**src/rtl/video_pkg.sv**
```systemverilog
// Shared video types and defaults for the background tile pipeline.
package video_pkg;

    localparam int TILE_W_DEF = 8;
    localparam int COL_W_DEF  = 4;

    typedef logic [1:0]           pixel_t;
    typedef logic [COL_W_DEF-1:0] color_t;

    typedef enum logic [1:0] {
        IDLE = 2'd0,
        REQ  = 2'd1,
        FULL = 2'd2
    } tile_state_e;

endpackage

```
**src/rtl/shift_plane.sv**
```systemverilog
// One bit-plane shifter: clear, parallel load or one-bit shift per pixel step.
// edge_bit is taken from the next register value so the caller can register it alongside.
module shift_plane
    import video_pkg::*;
#(
    parameter int TILE_W = TILE_W_DEF
) (
    input  logic              clk,
    input  logic              rst_n,
    input  logic              clear,
    input  logic              load,
    input  logic [TILE_W-1:0] load_data,
    input  logic              step,
    input  logic              dir,
    output logic              edge_bit
);

    logic [TILE_W-1:0] q;
    logic [TILE_W-1:0] q_nxt;

    always_comb begin
        q_nxt = q;
        if (clear) begin
            q_nxt = '0;
        end else if (load) begin
            q_nxt = load_data;
        end else if (step) begin
            q_nxt = dir ? (q >> 1) : (q << 1);
        end
    end

    always_ff @(posedge clk or negedge rst_n) begin
        if (!rst_n) begin
            q <= '0;
        end else begin
            q <= q_nxt;
        end
    end

    // dir=1 (mirrored tile) reads pixels from the LSB end
    assign edge_bit = dir ? q_nxt[0] : q_nxt[TILE_W-1];

endmodule

```
**src/rtl/tile_shifter.sv**
```systemverilog
// Background tile pixel serializer with a one-tile holding register and fetch handshake.
// Optional: TILE_SHIFTER_UNDERRUN_CNT_EN adds a saturating underrun event counter output.
//
// state | meaning
// IDLE  | waiting for the first line_start of a frame
// REQ   | holding register empty, fetch_req asserted (registered)
// FULL  | holding register valid, waiting for the tile boundary
module tile_shifter
    import video_pkg::*;
#(
    parameter int TILE_W = TILE_W_DEF,
    parameter int COL_W  = COL_W_DEF
) (
    input  logic              clk,
    input  logic              rst_n,
    input  logic              h_half,
    input  logic              line_start,
    input  logic              flip_x,
    output logic              fetch_req,
    input  logic              fetch_ack,
    input  logic [TILE_W-1:0] plane0,
    input  logic [TILE_W-1:0] plane1,
    input  logic [COL_W-1:0]  color,
    output pixel_t            vid,
    output logic [COL_W-1:0]  col,
    output logic              underrun
`ifdef TILE_SHIFTER_UNDERRUN_CNT_EN
    ,
    output logic [7:0]        underrun_cnt
`endif
);

    localparam int              PW        = $clog2(TILE_W);
    localparam logic [PW-1:0]   PCNT_LAST = PW'(TILE_W - 1);
    localparam logic [1:0]      S_IDLE    = IDLE;
    localparam logic [1:0]      S_REQ     = REQ;
    localparam logic [1:0]      S_FULL    = FULL;

    logic [1:0]        state;
    logic [1:0]        state_nxt;
    logic [PW-1:0]     pcnt;
    logic              flip;
    logic              flip_nxt;
    logic [TILE_W-1:0] hold0;
    logic [TILE_W-1:0] hold1;
    logic [COL_W-1:0]  hold_col;

    logic              step;
    logic              ls_step;
    logic              boundary;
    logic              in_req;
    logic              ack_take;
    logic              bypass;
    logic              underrun_ev;
    logic [TILE_W-1:0] ld0;
    logic [TILE_W-1:0] ld1;
    logic [COL_W-1:0]  ld_col;
    logic              e0;
    logic              e1;

    assign step     = ~h_half;
    assign ls_step  = step & line_start;
    assign boundary = step & ~line_start & (pcnt == PCNT_LAST);
    assign in_req   = (state == S_REQ);
    // an ack coinciding with a honoured line_start belongs to the old line
    assign ack_take = in_req & fetch_ack & ~ls_step;
    assign bypass   = boundary & ack_take;
    // before the first line_start nothing is on screen, so no underrun is reported
    assign underrun_ev = boundary & in_req & ~fetch_ack;

    always_comb begin
        ld0    = '0;
        ld1    = '0;
        ld_col = '0;
        if (bypass) begin
            ld0    = plane0;
            ld1    = plane1;
            ld_col = color;
        end else if (state == S_FULL) begin
            ld0    = hold0;
            ld1    = hold1;
            ld_col = hold_col;
        end
    end

    always_comb begin
        flip_nxt = flip;
        if (ls_step) begin
            flip_nxt = 1'b0;
        end else if (boundary) begin
            flip_nxt = flip_x;
        end
    end

    always_comb begin
        state_nxt = state;
        if (ls_step) begin
            state_nxt = S_REQ;
        end else begin
            case (state)
                S_REQ:   if (fetch_ack && !boundary) state_nxt = S_FULL;
                S_FULL:  if (boundary) state_nxt = S_REQ;
                default: state_nxt = state;
            endcase
        end
    end

    shift_plane #(.TILE_W(TILE_W)) u_plane0 (
        .clk       (clk),
        .rst_n     (rst_n),
        .clear     (ls_step),
        .load      (boundary),
        .load_data (ld0),
        .step      (step),
        .dir       (flip_nxt),
        .edge_bit  (e0)
    );

    shift_plane #(.TILE_W(TILE_W)) u_plane1 (
        .clk       (clk),
        .rst_n     (rst_n),
        .clear     (ls_step),
        .load      (boundary),
        .load_data (ld1),
        .step      (step),
        .dir       (flip_nxt),
        .edge_bit  (e1)
    );

    always_ff @(posedge clk or negedge rst_n) begin
        if (!rst_n) begin
            state     <= S_IDLE;
            pcnt      <= '0;
            flip      <= 1'b0;
            hold0     <= '0;
            hold1     <= '0;
            hold_col  <= '0;
            fetch_req <= 1'b0;
            vid       <= '0;
            col       <= '0;
            underrun  <= 1'b0;
        end else begin
            state     <= state_nxt;
            flip      <= flip_nxt;
            fetch_req <= in_req & ~ack_take;
            underrun  <= underrun | underrun_ev;

            if (ls_step) begin
                pcnt <= '0;
            end else if (step) begin
                pcnt <= pcnt + PW'(1);
            end

            if (ls_step) begin
                hold0    <= '0;
                hold1    <= '0;
                hold_col <= '0;
            end else if (ack_take && !boundary) begin
                hold0    <= plane0;
                hold1    <= plane1;
                hold_col <= color;
            end

            if (step) begin
                vid <= {e1, e0};
            end

            if (ls_step) begin
                col <= '0;
            end else if (boundary) begin
                col <= ld_col;
            end
        end
    end

`ifdef TILE_SHIFTER_UNDERRUN_CNT_EN
    always_ff @(posedge clk or negedge rst_n) begin
        if (!rst_n) begin
            underrun_cnt <= 8'd0;
        end else if (underrun_ev && (underrun_cnt != 8'hFF)) begin
            underrun_cnt <= underrun_cnt + 8'd1;
        end
    end
`endif

endmodule

```
**config.mk**
```make
export PLATFORM = sky130hd
export DESIGN_NAME = tile_shifter
export DESIGN_NICKNAME = d
export VERILOG_FILES = /design/src/rtl/video_pkg.sv /design/src/rtl/shift_plane.sv /design/src/rtl/tile_shifter.sv
export SDC_FILE = /design/constraint.sdc
export NUM_CORES = 1
export LEC_CHECK = 0
export CORE_MARGIN = 8
export CORE_UTILIZATION = 55
export DETAILED_ROUTE_END_ITERATION = 6
export GPL_TIMING_DRIVEN = 0
export PLACE_DENSITY = 0.91
export SETUP_SLACK_MARGIN = 0.02
export SLEW_MARGIN = 20
export SYNTH_ARGS = -nofsm -noshare
export SYNTH_HDL_FRONTEND = slang
export SYNTH_SLANG_ARGS = --single-unit
```
**constraint.sdc**
```tcl
create_clock -name clk -period 4 [get_ports clk]
set_input_delay 0.8 -clock clk [delete_from_list [all_inputs] [get_ports clk]]
set_output_delay 0.8 -clock clk [all_outputs]
set_load 0.01 [all_outputs]
```
# After elaboration in Yosys (flattened, before gate mapping)
# Cells that the tools add are included.
# Widths: inputs -> output; s select.
dict set report op_classes {
  addsub 1
  multipliers 0
  div_mod_pow 0
  order_cmp 0
  eq_ne 7
  n_shift 0
  muxes 32
  bitwise_logic 15
  reduce_logical 7
}
# cell n
set op_table {}
lappend op_table {{$mux 8} 16}
lappend op_table {{$mux 4} 6}
lappend op_table {{$and 1x1->1} 9}
lappend op_table {{$mux 2} 3}
lappend op_table {{$mux 3} 2}
lappend op_table {{$not 1->1} 5}
lappend op_table {{$mux 1} 4}
lappend op_table {{$pmux 2 s2} 1}
lappend op_table {{$reduce_bool 2->1} 2}
lappend op_table {{$add 3x1->3 const B} 1}
lappend op_table {{$eq 3x3->1 const B} 1}
lappend op_table {{$ne 3x1->1 const B} 1}
lappend op_table {{$ne 3x2->1 const B} 1}
lappend op_table {{$ne 3x3->1 const B} 1}
lappend op_table {{$reduce_and 3->1} 1}
lappend op_table {{$reduce_bool 3->1} 1}
lappend op_table {{$eq 2x1->1 const B} 1}
lappend op_table {{$eq 2x2->1 const B} 1}
lappend op_table {{$logic_and 1x1->1} 2}
lappend op_table {{$ne 2x1->1 const B} 1}
lappend op_table {{$logic_not 1->1} 1}
lappend op_table {{$or 1x1->1} 1}
dict set report word_totals {
  regBits 50
  latchBits 0
  ramBits 0
  romBits 0
  in_bits 26
  output_inout_bits 8
  wordCells 76
  memories 0
}

# Longest topological paths before layout
# Gate-level depths: netlist (run 1).
dict set report depth {
  depth_word 10
  mapped_depth 9
  mapped_depth_nobuf 7
}

# Modules after synthesis
# A second synthesis (run 1) with hierarchy kept.
dict set report unflattened {
  cells_unflattened 288
  hier_area_um2 2773.9
}
# module instances cells_each area_per_inst_um2 seq_area_each_um2
set modules_own_cells {}
lappend modules_own_cells {tile_shifter 1 168 1715.4 850.8}
lappend modules_own_cells {shift_plane 2 60 529.3 200.2}

# Worst setup path after synthesis (run 1)
# OpenSTA, ideal clock, no wires.
dict set report synth_path {
  path_kind {input to register}
  start {input h_half}
  end {register hold1[5]}
  setup_ns 0.143
  arrival_time_ns 1.951
  required_ns 3.857
  setup_slack_ns 1.907
  path_stages 8
  path_buffers 4
  cell_sequence {buf_2 > or3b_1 > buf_6 > and2_4 > buf_6 > buf_6 > nand2_2 > a21oi_2}
}
dict set report synth_via {
  elab_chain_len 6
  elab_cells_between_ends 10
  classes_between {1 x mux; 6 x bitwise; 3 x reduce/logical}
}
# element line
set synth_rtl {}
lappend synth_rtl {{start, declared} tile_shifter.sv:16} ;# input logic h_half,
lappend synth_rtl {{$not 1->1 *} tile_shifter.sv:61} ;# assign step = ~h_half;
lappend synth_rtl {{$and 1x1->1, on equally long branches} {tile_shifter.sv:63, tile_shifter.sv:62}}
lappend synth_rtl {{$and 1x1->1 / $not 1->1 (equally long branches)} {tile_shifter.sv:63, tile_shifter.sv:66}}
lappend synth_rtl {{$logic_not 1->1 / $and 1x1->1 (equally long branches)} {tile_shifter.sv:158, tile_shifter.sv:66}}
lappend synth_rtl {{$logic_and 1x1->1} tile_shifter.sv:158} ;# end else if (ack_take && !boundary) begin
lappend synth_rtl {{$reduce_bool 2->1 (no source line)} --}
lappend synth_rtl {{end signal, assigned} tile_shifter.sv:160} ;# hold1 <= plane1;
lappend synth_rtl {{end, declared} tile_shifter.sv:45} ;# logic [TILE_W-1:0] hold1;
# Every way passes the cells marked *; elsewhere a longest branch is shown, timed or not.
# A chain may end at the register's enable or synchronous reset.

# Worst setup path in the final report (run 1)
dict set report layout_path {
  start {input line_start}
  end {register u_plane1.q[4]}
}
dict set report layout_via {
  elab_chain_len 9
  elab_cells_between_ends 15
  classes_between {1 x eq/ne; 7 x mux; 7 x bitwise}
}
# element line
set layout_rtl {}
lappend layout_rtl {{start, declared} tile_shifter.sv:17} ;# input logic line_start,
lappend layout_rtl {{$not 1->1} tile_shifter.sv:63} ;# assign boundary = step & ~line_start & (pcnt == PCNT_LAST);
lappend layout_rtl {{$and 1x1->1 (2 in a row)} tile_shifter.sv:63}
lappend layout_rtl {{$mux 1} tile_shifter.sv:90} ;# end else if (boundary) begin
lappend layout_rtl {{$mux 1} tile_shifter.sv:88} ;# if (ls_step) begin
lappend layout_rtl {{$mux 8} shift_plane.sv:28} ;# q_nxt = dir ? (q >> 1) : (q << 1);
lappend layout_rtl {{$mux 8} shift_plane.sv:27} ;# end else if (step) begin
lappend layout_rtl {{$mux 8} shift_plane.sv:25} ;# end else if (load) begin
lappend layout_rtl {{$mux 8} shift_plane.sv:23} ;# if (clear) begin
lappend layout_rtl {{end signal, assigned} shift_plane.sv:36} ;# q <= q_nxt;
lappend layout_rtl {{end, declared} shift_plane.sv:18} ;# logic [TILE_W-1:0] q;
# Parallel ways exist; a longest one is shown, timed or not. The select of a mux whose other input is x is not followed.

==> impl_results.md, run 1 <==
* Status: finished clean
* CTS sink cnt at 50
* Lkg Pwr at 1.43 nW
* Clock group share of total power at 31.5%
* NetSw at 325 µW
* Critical path, cell by cell: clkdlybuf4s50_1 > buf_4 > o21bai_1 > clkbuf_1 > a211oi_1 > a211oi_1 > o32ai_1
* H-tree depth at 2
* CTS root buffer: clkbuf_8
* MaxCap Viol Count at 0
* Register area share after synthesis at 45.5%
* Routed WL per cell at 18.4 µm
* Sequential Power Share at 49.8%
* Clock Skews at 0.00633 ns
* CTS clk-pin slew, worst paths at 0.09 ns
* Worst-Margin Slew at 0.778 ns
* CTS Buf Count at 5
* Slew headroom at 47.9%
* Worst setup startpoint: line_start
* Initial DRT Pass Iterations at 5
* Die height at 86.7 µm
* Mean Syn Cell Area at 9.65 µm²
* First DRT Iteration DRCs at 265
* Worst-path fanout max at 10
* RSZ-0062 raised after global routing: false
* Post_cts resized at 0
* DRC errors left at 0
* Post-DP HPWL at 5180 µm
* Grt ovf at 0
* Post-CTS Setup Inserts at 0
* Area leader, netlist: dfrtp_1
* Net Sw Frac at 28.3%
* Arr. time, crit path at 2.70 ns
* Worst hold slack at 0.454 ns
* Final ANT Viol Nets at 0
* Chip width at 86.7 µm
* Post-synthesis instance total at 285
* Syn Nets at 313
* Io pins at 34
* Final Slew Violations at 0
* WL final at 7250 µm
* Main synth FF type: dfrtp_1
* Vias at 2497
* Largest net degree at the start of global routing at 29
* Synthesized flop and latch total at 50
* Yosys top cell area share at 45.5%
* Vias in the first global route at 2512
* PortBufs at 32
* Filler cell count at 380
* Ys async rst share at 100%
* TNS Setup at 0 ns
* Nets at 353
* CP max stage delay at 0.46 ns
* Share of cells above drive strength 1 at 15.3%
* CP most frequent cell: a211oi_1
* Initial antenna violation count at 0
* Place WS at 1.23 ns
* Hold crit path type: in -> async
* Top cells by count, synth: 50 x dfrtp_1, 50 x nand2_1, 14 x a211oi_1
* Origin of the critical flop-to-flop path: pcnt[0]
* Gpl congestion at 0.884
* First-pass GRT wire length at 12100 µm
* Die Footprint at 7520 µm²
* Comb power frac at 18.7%
* Area delta synth->final at 19.2%
* Synth top area cells: dfrtp_1 45%, nand2_1 6.8%, a211oi_1 3.8%
* Clock Latency Late Sink at 0.31 ns
* Post-synth EDFFs at 0
* Internal at 823 µW
* Tcrit/Tclk final at 63.2%
* CP max stage cell: clkbuf_1
* # hold bufs at CTS at 0
* Required @ worst endpoint at 4.17 ns
* Vias per inst at 6.35
* Num rows at 25
* Final setup violation count at 0
* PD cells at 350 nW/µm²
* Yosys cell types at 48
* Worst-case clock buffer depth at 2
* Netlist Area Pre-Place at 2750 µm²
* Post-Layout Cell Count at 393
* Hold Vio Cnt, Final at 0
* CTS tree: built
* Bufs and invs on worst path at 3
* Initial Util at 57.5%
* CP Class: in -> reg
* Placed cells at 385
* YS warnings at 0
* Setup slack after layout at 1.47 ns
* Minimum clock period after layout at 2.53 ns
* VDD IR max at 233 µV
* Crit. End Element: flop
* Kind of start point of the critical path: input pin
* Total GRT Usage at 20.1%
* CORE AREA at 4790 µm²
* Antenna cells at 0
* Highest Clock Rate at 0.396 GHz
* Util after Layout at 68.5%
* Crit path max-delay family: buffers and inverters
==> stage by stage <==
stage               area [µm²]  total power, mW
finish                    3280             1.15
global route              3280             1.20
CTS                       3280             1.15
detailed placement        3170            0.793
global placement          3150            0.781
floorplan                 2750            0.708
==> area by class of cell <==
type                            instances  area [µm²]  area share, %
Multi-Input combinational cell        199        1310           40.1
Tap cell                               67        83.8           2.56
Timing Repair Buffer                   33         335           10.2
Inverter                               11        41.3           1.26
Sequential cell                        50        1250           38.2
Clock buffer                            6        72.6           2.21
Buffer                                 25         144           4.39
Clock inverter                          2        37.5           1.14
==> logic make-up after synthesis <==
kind of cell / after synthesis / share of synthesized area, %
mux: 1 / 0.364
flops: 50 / 45.5
compound gates: 98 / 28.1
fa+ha+maj: 2 / 0.910
simple gates: 98 / 18.4
buf+inv: 36 / 6.73
==> power groups by stage <==
stage / clock [mW] / sequential, mW / combinational, mW
floorplan: 0 / 0.574 / 0.135
global placement: 0 / 0.579 / 0.202
detailed placement: 0 / 0.581 / 0.212
CTS: 0.363 / 0.570 / 0.213
global route: 0.382 / 0.576 / 0.238
finish: 0.362 / 0.571 / 0.215
==> worst paths after layout <==
kind,slack (ns),depth (start not counted),endpoint
max,1.47,7,u_plane1.q[4]
min,0.45,1,hold_col[0]
max reg2reg,1.67,7,u_plane1.q[4]
min reg2reg,0.47,2,underrun
max in group asynchronous,3.00,2,u_plane0.q[0]
min in group clk,0.47,2,underrun
==> worst reg2reg max path, stage by stage, from the launching register on <==
cell	delay, ns
dfrtp_1	0.41
ha_1	0.21
ha_1	0.24
o21bai_1	0.29
clkbuf_1	0.46
a211oi_1	0.17
a211oi_1	0.30
o32ai_1	0.12
==> flip-flops by register name (all words and copies together) (netlist names), 2 cells and up <==
name and flops:
pcnt 3, u_plane0.q 8, state 2, hold0 8
hold1 8, u_plane1.q 8, col 4, hold_col 4
vid 2
==> placed cells by master (no fill, tap or decap), types with 9 or more instances in the layout <==
cell type and instances:
clkdlybuf4s50_1 31, a211oi_1 14, clkbuf_1 11, a21oi_1 10, nand2_1 50, inv_1 9
dfrtp_1 50, nor2_1 9, a21oi_2 10, nand2_2 10
==> layer usage <==
layer | share of wire (%) | track usage [%]
met5 | 0 | 0
met4 | 2.2 | 6.57
met3 | 5.1 | 4.91
met2 | 48 | 32.6
met1 | 45 | 25.6
Note: power is estimated with default switching activity, not from simulation.
==> run 2, diff against run 1 <==
Settings changed: CORE_UTILIZATION 55 to 50, PLACE_DENSITY 0.91 to 0.88.
Clock period 4 ns to 2.2 ns, I/O delays scaled along.
==> run 2 against run 1 <==
Compared with the run above: sequential power up 82%; design area is 1.1% higher; hold slack worse by 0.40 ns; clock power is 60% higher; critical path depth grew 1; die area up 8.1%; worst setup slack worse by 1.4 ns; via count rose by 0.68%; first-iteration DRC count increased by 24%; utilization fell by 7.2 points; critical path type is now reg -> reg; highest routed layer unchanged.
==> impl_results.md, run 2 (same netlist as run 1, synthesis figures left out) <==
* Vias in the first global route at 2511
* CTS Buf Count at 5
* CTS sink cnt at 50
* Top Metal Used: met4
* Required @ worst endpoint at 2.39 ns
* Antenna cells at 0
* Nets at 355
* H-tree depth at 2
* Most frequent cells in the layout: 50 x nand2_1, 50 x dfrtp_1, 31 x clkdlybuf4s50_1
* Initial antenna violation count at 0
* Hold Vio Cnt, Final at 0
* Io pins at 34
* Post-Layout Cell Count at 400
* Status: finished clean
* Final ANT Viol Nets at 0
* Initial Util at 50.9%
* Met2 WL post-DR at 3410 µm
* Clock Skews at 0.00932 ns
* Placed cells at 390
* PD cells at 605 nW/µm²
* Clock Latency Late Sink at 0.32 ns
* Vias at 2514
* TNS Setup at 0 ns
* Share of cells above drive strength 1 at 17.7%
* Area post-placement at 3180 µm²
* Area delta synth->final at 20.5%
* Worst-case clock buffer depth at 2
* WL met1 at 3250 µm
* Lkg Pwr at 1.45 nW
* Gpl congestion at 0.898
* Initial DRT Pass Iterations at 5
* DRC errors left at 0
* First DRT Iteration DRCs at 328
* Die Footprint at 8130 µm²
* Crit. End Element: flop
* Worst hold slack at 0.0497 ns
* Routed WL per cell at 18.2 µm
* Tcrit/Tclk final at 95.2%
* CTS root buffer: clkbuf_8
* Register area at 1250 µm²
* Worst-path fanout max at 9
* Post-DP HPWL at 4990 µm
* WL final at 7270 µm
* RSZ-0062 raised after global routing: true
* Arr. time, crit path at 2.28 ns
* Final Slew Violations at 0
* CTS clk-pin slew, worst paths at 0.10 ns
* # hold bufs at CTS at 0
* First-pass GRT wire length at 12000 µm
* Filler cell count at 466
* Chip width at 90.2 µm
* PortBufs at 32
* Area of the multi-input gates at 1340 µm²
* Die height at 90.2 µm
* Design Power at 2.01 mW
* CTS tree: built
* Highest Clock Rate at 0.477 GHz
* Worst-Margin Slew at 0.764 ns
* Met3 routed WL at 463 µm
* Final instance area at 3310 µm²
* Total GRT Usage at 17.6%
* Grt ovf at 0
* CP Class: reg -> reg
* Minimum clock period after layout at 2.10 ns
* VDD IR max at 392 µV
* Slew headroom at 48.9%
* Vias per inst at 6.29
* Final setup violation count at 0
* Num rows at 27
* CORE AREA at 5410 µm²
* Largest net degree at the start of global routing at 33
* Kind of start point of the critical path: flop
* MaxCap Viol Count at 0
* Hold crit path type: in -> async
run 2: changes by cell type in the layout (fill, tap and decap cells not counted), sizes merged:
cell	change
buf	+2
bufinv	-1
clkbuf	+1
clkinv	+1
clkinvlp	-1
run 2: layer usage:
| metal | vias up | track usage (%) |
|---|---|---|
| li1 | 1137 | - |
| met4 | 0 | 6.66 |
| met5 | - | 0 |
| met2 | 112 | 26.5 |
| met3 | 16 | 4.74 |
| met1 | 1249 | 23.5 |
run 2: final cells by class:
type                            count  share of cell area [%]
Multi-Input combinational cell    199                    40.5
Sequential cell                    50                    37.8
Timing Repair Buffer               35                    10.6
Buffer                             25                    4.45
Tap cell                           72                    2.72
Clock buffer                        7                    2.60
Inverter                           11                    1.25
Clock inverter                      1                   0.151
run 2: timing repair:
action	CTS	global route
endpoints found under the hold margin	0	0
gates resized for setup	1	8
buffers inserted	0	2
endpoints found under the setup margin	6	17
cloned	0	0
run 2: report_power, final:
part	switching, mW	internal, mW
clock network	0.324	0.255
logic	0.223	0.166
registers	0.0465	0.992
run 2: worst max-delay path, cell delays in order, from the launching register on:
cell      delay [ns]
dfrtp_1         0.40
ha_1            0.21
ha_1            0.25
and4bb_1        0.22
buf_4           0.18
a21oi_4         0.20
inv_2           0.12
a211oi_1        0.29
o31ai_1         0.10
run 2: path summary, 6_finish.rpt:
kind / from / end / slack (ns) / depth (start not counted)
max: pcnt[0] / u_plane1.q[1] / 0.10 / 8
min in group clk: underrun / underrun / 0.47 / 2
max in group asynchronous: rst_n / pcnt[2] / 1.62 / 2
min reg2reg: underrun / underrun / 0.47 / 2
min: rst_n / hold0[6] / 0.05 / 1
max reg2reg: pcnt[0] / u_plane1.q[1] / 0.10 / 8
run 2: through the flow:
stage | util, % | setup slack (ns)
after floorplan | - | 0.311
after global placement | 58.5 | -0.766
after detailed placement | 58.8 | -0.186
after CTS | 60.5 | 0.0848
after global routing | 61.3 | -0.0180
final | 61.3 | 0.105
